--- src/rtl/fib_majority_stream.sv ---
// -----------------------------------------------------------------------------
// fib_majority_stream
//
// Collects frames of COUNT unsigned samples and reports whether more than half
// of them are Fibonacci numbers representable in WIDTH bits.
//
// Ports
//   clk, rst_n            clock, synchronous active-low reset
//   abort                 flush the current frame or drop a pending result
//   in_valid/in_ready     sample handshake, in_data carries the sample
//   out_valid/out_ready   result handshake
//   majority              frame hit count > COUNT/2
//   hit_count             Fibonacci hits in the last completed frame
//   sample_idx            samples accepted so far in the current frame
// -----------------------------------------------------------------------------
module fib_majority_stream #(
    parameter int WIDTH = 4,
    parameter int COUNT = 13,
    parameter int CW    = $clog2(COUNT + 1)
) (
    input  logic             clk,
    input  logic             rst_n,
    input  logic             abort,
    input  logic             in_valid,
    output logic             in_ready,
    input  logic [WIDTH-1:0] in_data,
    output logic             out_valid,
    input  logic             out_ready,
    output logic             majority,
    output logic [CW-1:0]    hit_count,
    output logic [CW-1:0]    sample_idx
);

    localparam int unsigned   MAXV = (32'd1 << WIDTH) - 32'd1;
    localparam logic [CW-1:0] LAST = CW'(COUNT - 1);
    localparam logic [CW-1:0] HALF = CW'((COUNT - 1) / 2);

    typedef enum logic {COLLECT, RESULT} state_t;

    state_t        state;
    logic          rdy;       // registered "in COLLECT and out of reset"
    logic [CW-1:0] run;       // running hit count of the open frame
    logic          hit;
    logic [CW-1:0] run_next;

    // Walk the Fibonacci sequence up to the largest WIDTH-bit value. 32 terms
    // comfortably exceed 2^16, the widest legal sample.
    function automatic logic is_fib(input logic [WIDTH-1:0] v);
        int unsigned a, b, t;
        logic        found;
        a     = 0;
        b     = 1;
        found = 1'b0;
        for (int i = 0; i < 32; i++) begin
            if (a <= MAXV && a == 32'(v)) found = 1'b1;
            t = a + b;
            a = b;
            b = t;
        end
        return found;
    endfunction

    assign hit       = is_fib(in_data);
    assign run_next  = run + CW'(hit);
    // Gated by rst_n so the port reads 0 through the whole reset window,
    // including the cycle before the first reset edge.
    assign in_ready  = rdy & rst_n;
    assign out_valid = (state == RESULT);

    always_ff @(posedge clk) begin
        if (!rst_n) begin
            state      <= COLLECT;
            rdy        <= 1'b0;
            majority   <= 1'b0;
            hit_count  <= '0;
            sample_idx <= '0;
            run        <= '0;
        end else begin
            case (state)
                COLLECT: begin
                    rdy <= 1'b1;
                    if (abort) begin
                        // abort beats a simultaneous sample
                        sample_idx <= '0;
                        run        <= '0;
                    end else if (in_valid && rdy) begin
                        if (sample_idx == LAST) begin
                            state      <= RESULT;
                            rdy        <= 1'b0;
                            hit_count  <= run_next;
                            majority   <= (run_next > HALF);
                            sample_idx <= '0;
                            run        <= '0;
                        end else begin
                            sample_idx <= sample_idx + CW'(1);
                            run        <= run_next;
                        end
                    end
                end
                RESULT: begin
                    if (abort) begin
                        state     <= COLLECT;
                        rdy       <= 1'b1;
                        majority  <= 1'b0;
                        hit_count <= '0;
                    end else if (out_ready) begin
                        state <= COLLECT;
                        rdy   <= 1'b1;
                    end
                end
                default: state <= COLLECT;
            endcase
        end
    end

endmodule

--- config.mk ---
export PLATFORM = sky130hd
export DESIGN_NAME = fib_majority_stream
export DESIGN_NICKNAME = d
export VERILOG_FILES = /design/src/rtl/fib_majority_stream.sv
export SDC_FILE = /design/constraint.sdc
export NUM_CORES = 1
export LEC_CHECK = 0
export ABC_AREA = 1
export CORE_MARGIN = 4
export CORE_UTILIZATION = 47
export DETAILED_ROUTE_END_ITERATION = 8
export GPL_ROUTABILITY_DRIVEN = 0
export PLACE_DENSITY = 0.86
export SLEW_MARGIN = 0
export SYNTH_ARGS = -nofsm -noshare
export SYNTH_HDL_FRONTEND = slang
export SYNTH_SLANG_ARGS = --single-unit
--- constraint.sdc ---
create_clock -name clk -period 1.7 [get_ports clk]
set_input_delay 0.34 -clock clk [delete_from_list [all_inputs] [get_ports clk]]
set_output_delay 0.34 -clock clk [all_outputs]
set_load 0.02 [all_outputs]
==> impl_metrics.env <==
export IMPL_grt_antenna_before_repair=0
export IMPL_ys_seq_area_share_pct=36.59
export IMPL_critical_path_slowest_cell="clkdlybuf4s50_1"
export IMPL_cp_start_kind="flop"
export IMPL_cpLargestDelayFamily="buffers and inverters"
export IMPL_grt_pass1_wl_mm=2.980
export IMPL_crit_path_end_kind="primary output"
export IMPL_die_area_sq_um=2479
export IMPL_antenna_cells=0
export IMPL_worstMarginPinSlew_ns=0.2357
export IMPL_maxSlewViolCount=0
export IMPL_finalPower_uw=662.9
export IMPL_dr_pass1_iters=4
export IMPL_place_inst=157
export IMPL_fin_crit_sh_pct=95.75
export IMPL_fillers=131
export IMPL_portBuffers=19
export IMPL_grt_max_degree=11
export IMPL_routed_wl_met3_um=91
export IMPL_grt_pass1_vias=749
export IMPL_ys_flop_type="dfxtp_1"
export IMPL_status="completed"
export IMPL_crit_chain="clkdlybuf4s50_1"
export IMPL_ir_drop_uv=476.4
export IMPL_report_final_setup_viol=0
export IMPL_grt_overflow_total=0
export IMPL_yosysTopAreaCell="dfxtp_1"
export IMPL_drive_above_1_share_pct=15.86
export IMPL_clock_skew_ns=0.003341
export IMPL_clock_fmax_mhz=614.3
export IMPL_hold_class="flop to flop"
export IMPL_area_growth_pct=35.37
export IMPL_critical_path_required_ns=1.36
export IMPL_syn_area_sq_um=820.8
export IMPL_m1WireLength_um=784
export IMPL_path_class="flop to primary output"
export IMPL_dr_first_iter_drc_count=8
export IMPL_synthArstFlopShare_pct=0
export IMPL_clk_pin_slew_worst_paths_ns=0.09
export IMPL_post_route_util_pct=70.48
export IMPL_clock_root_buffer="clkbuf_4"
export IMPL_synth_area_top_cells="dfxtp_1, nand2_1, ha_1"
export IMPL_drt_total_wl_mm=1.793
export IMPL_cts_buffer_depth=2
export IMPL_fin_area_sq_um=1111
export IMPL_die_x_um=49.79
export IMPL_cts_hold_buffers=0
export IMPL_fp_dieH_um=49.79
export IMPL_max_cap_violations=0
export IMPL_cellPowerDensity_nw_per_um2=596.6
export IMPL_insertion_delay_ns=0.28
export IMPL_num_rows=14
export IMPL_ys_ff_latch=15
export IMPL_highest_layer="met4"
export IMPL_finalNonFillerCells=161
export IMPL_slowest_delay_ns=0.63
export IMPL_start_util_pct=52.06
export IMPL_cp_max_fo=4
export IMPL_syn_avg_cell_area_sq_um=6.840
export IMPL_ioPinCount=20
export IMPL_regArea_sq_um=300.3
export IMPL_synth_nets=134
export IMPL_synth_cell_types=21
export IMPL_worst_slack_ns=0.07224
export IMPL_nets=160
export IMPL_core_area_sq_um=1577
export IMPL_dp_slack_ns=-0.3340
export IMPL_finalHoldViolCount=0
export IMPL_dp_hpwl_mm=1.311
export IMPL_postCtsSetupBuffers=0
export IMPL_avgViaCountPerCell=5.186
export IMPL_avgRoutedWirePerCell_um=11.14
export IMPL_multiInputGateArea_sq_um=481.7
export IMPL_period_needed_ns=1.628
export IMPL_syn_inst=120
export IMPL_cts_htree_levels=1
export IMPL_route_vias_total=835
export IMPL_worstPathArrival_ns=1.29
export IMPL_final_antenna_net_count=0
export IMPL_cts_tree="done"
export IMPL_clock_sinks=15
export IMPL_crit_buf_inv=1
export IMPL_maxSlewHeadroom_pct=84.17
export IMPL_netlist_area_leader_share_pct=36.59
export IMPL_globalRouteTotalUtil_pct=15.26
export IMPL_dr_wl_met2_um=867
export IMPL_drcViolationCount=0
export IMPL_postPlaceCellArea_sq_um=1049
export IMPL_cts_buffers=3
export IMPL_synth_warnings=0
export IMPL_synth_edf_count=0
export IMPL_leakagePower_nw=0.5043
==> cell usage after synthesis, types with 2 or more instances <==
library cell	count
inv_1	16
nand2_2	4
nand3_1	7
ha_1	5
o21ai_0	4
inv_2	2
a21oi_1	10
nand2_1	31
dfxtp_1	15
nor2_1	15
==> worst min-delay path: stages (launching register included) <==
cell and delay, ns:
dfxtp_1 0.32, nand2_1 0.06, a21oi_1 0.05
==> stage by stage <==
step           hold slack, ns  TNS (ns)
2_1_floorplan          0.4497         0
3_3_place_gp           0.4668    -1.578
3_5_place_dp           0.4635    -2.102
4_1_cts                0.4793         0
5_1_grt                0.5234  -0.02945
6_report               0.4786         0
==> state kept, by name (all words and copies together) (netlist names) <==
name,flops
out_valid,1
majority,1
sample_idx,4
hit_count,4
rdy,1
run,4
==> report_power, final <==
group	internal [mW]	switching, mW
Clock	0.0910	0.109
Combinational	0.0468	0.0539
Sequential	0.357	0.00515
Total	0.495	0.168
==> layout make-up <==
cell class	instances	area share [%]
clock buffers	4	2.365
inverters	18	6.081
multi-input cells	86	43.36
flip-flops and latches	15	27.03
well taps	16	1.802
repair buffers	22	19.37
==> worst paths after layout <==
path | cells past startpoint | slack [ns] | to | from
worst max-delay path | 1 | 0.07 | sample_idx[1] | sample_idx[1]
worst min register to register | 2 | 0.48 | run[0] | run[0]
worst min-delay path | 2 | 0.48 | run[0] | run[0]
worst max register to register | 7 | 0.33 | run[2] | sample_idx[0]
==> kinds of logic after synthesis <==
logic type                 after synthesis  synth area share [%]
xor gates and xnor gates                 1                 1.067
buffers and inverters                   19                 8.842
adders and majority gates                5                 7.622
DFF                                     15                 36.59
AOI/OAI and AO/OA                       17                 11.13
and+or+nand+nor                         63                 34.76
==> timing repair <==
item / in CTS / in global routing
pin swaps: 1 / 4
endpoints found under the setup margin: 5 / 6
gates resized for setup: 8 / 7
gates cloned: 0 / 0
==> metal layers <==
metal  track usage [%]  vias up
li1                  -      427
met1             16.27      381
met2             28.19       20
met3             3.313        7
met4             6.912        0
met5                 0        -
==> placed cells by master, fill, tap and decap left out <==
master           netlist  final
nand2_1               31     30
nor2_1                15     15
dfxtp_1               15     15
clkdlybuf4s50_1        0     15
inv_1                 16     14
a21oi_1               10      9
nand3_1                7      6
nand2_2                4      5
inv_2                  2      4
o21ai_1                1      3
ha_1                   5      3
clkbuf_4               0      3
dlygate4sd2_1          0      3
a21oi_2                1      2
o21ai_0                4      2
buf_4                  0      2
nand4_1                1      1
and2_1                 1      1
nor2_4                 1      1
xor2_2                 0      1
nand3_4                1      1
nand3_2                0      1
nor3_1                 1      1
o211ai_1               1      1
nor4_1                 1      1
ha_2                   0      1
ha_4                   0      1
clkbuf_1               0      1
dlymetal6s2s_1         0      1
buf_6                  0      1
Note: power is estimated with default switching activity, not from simulation.
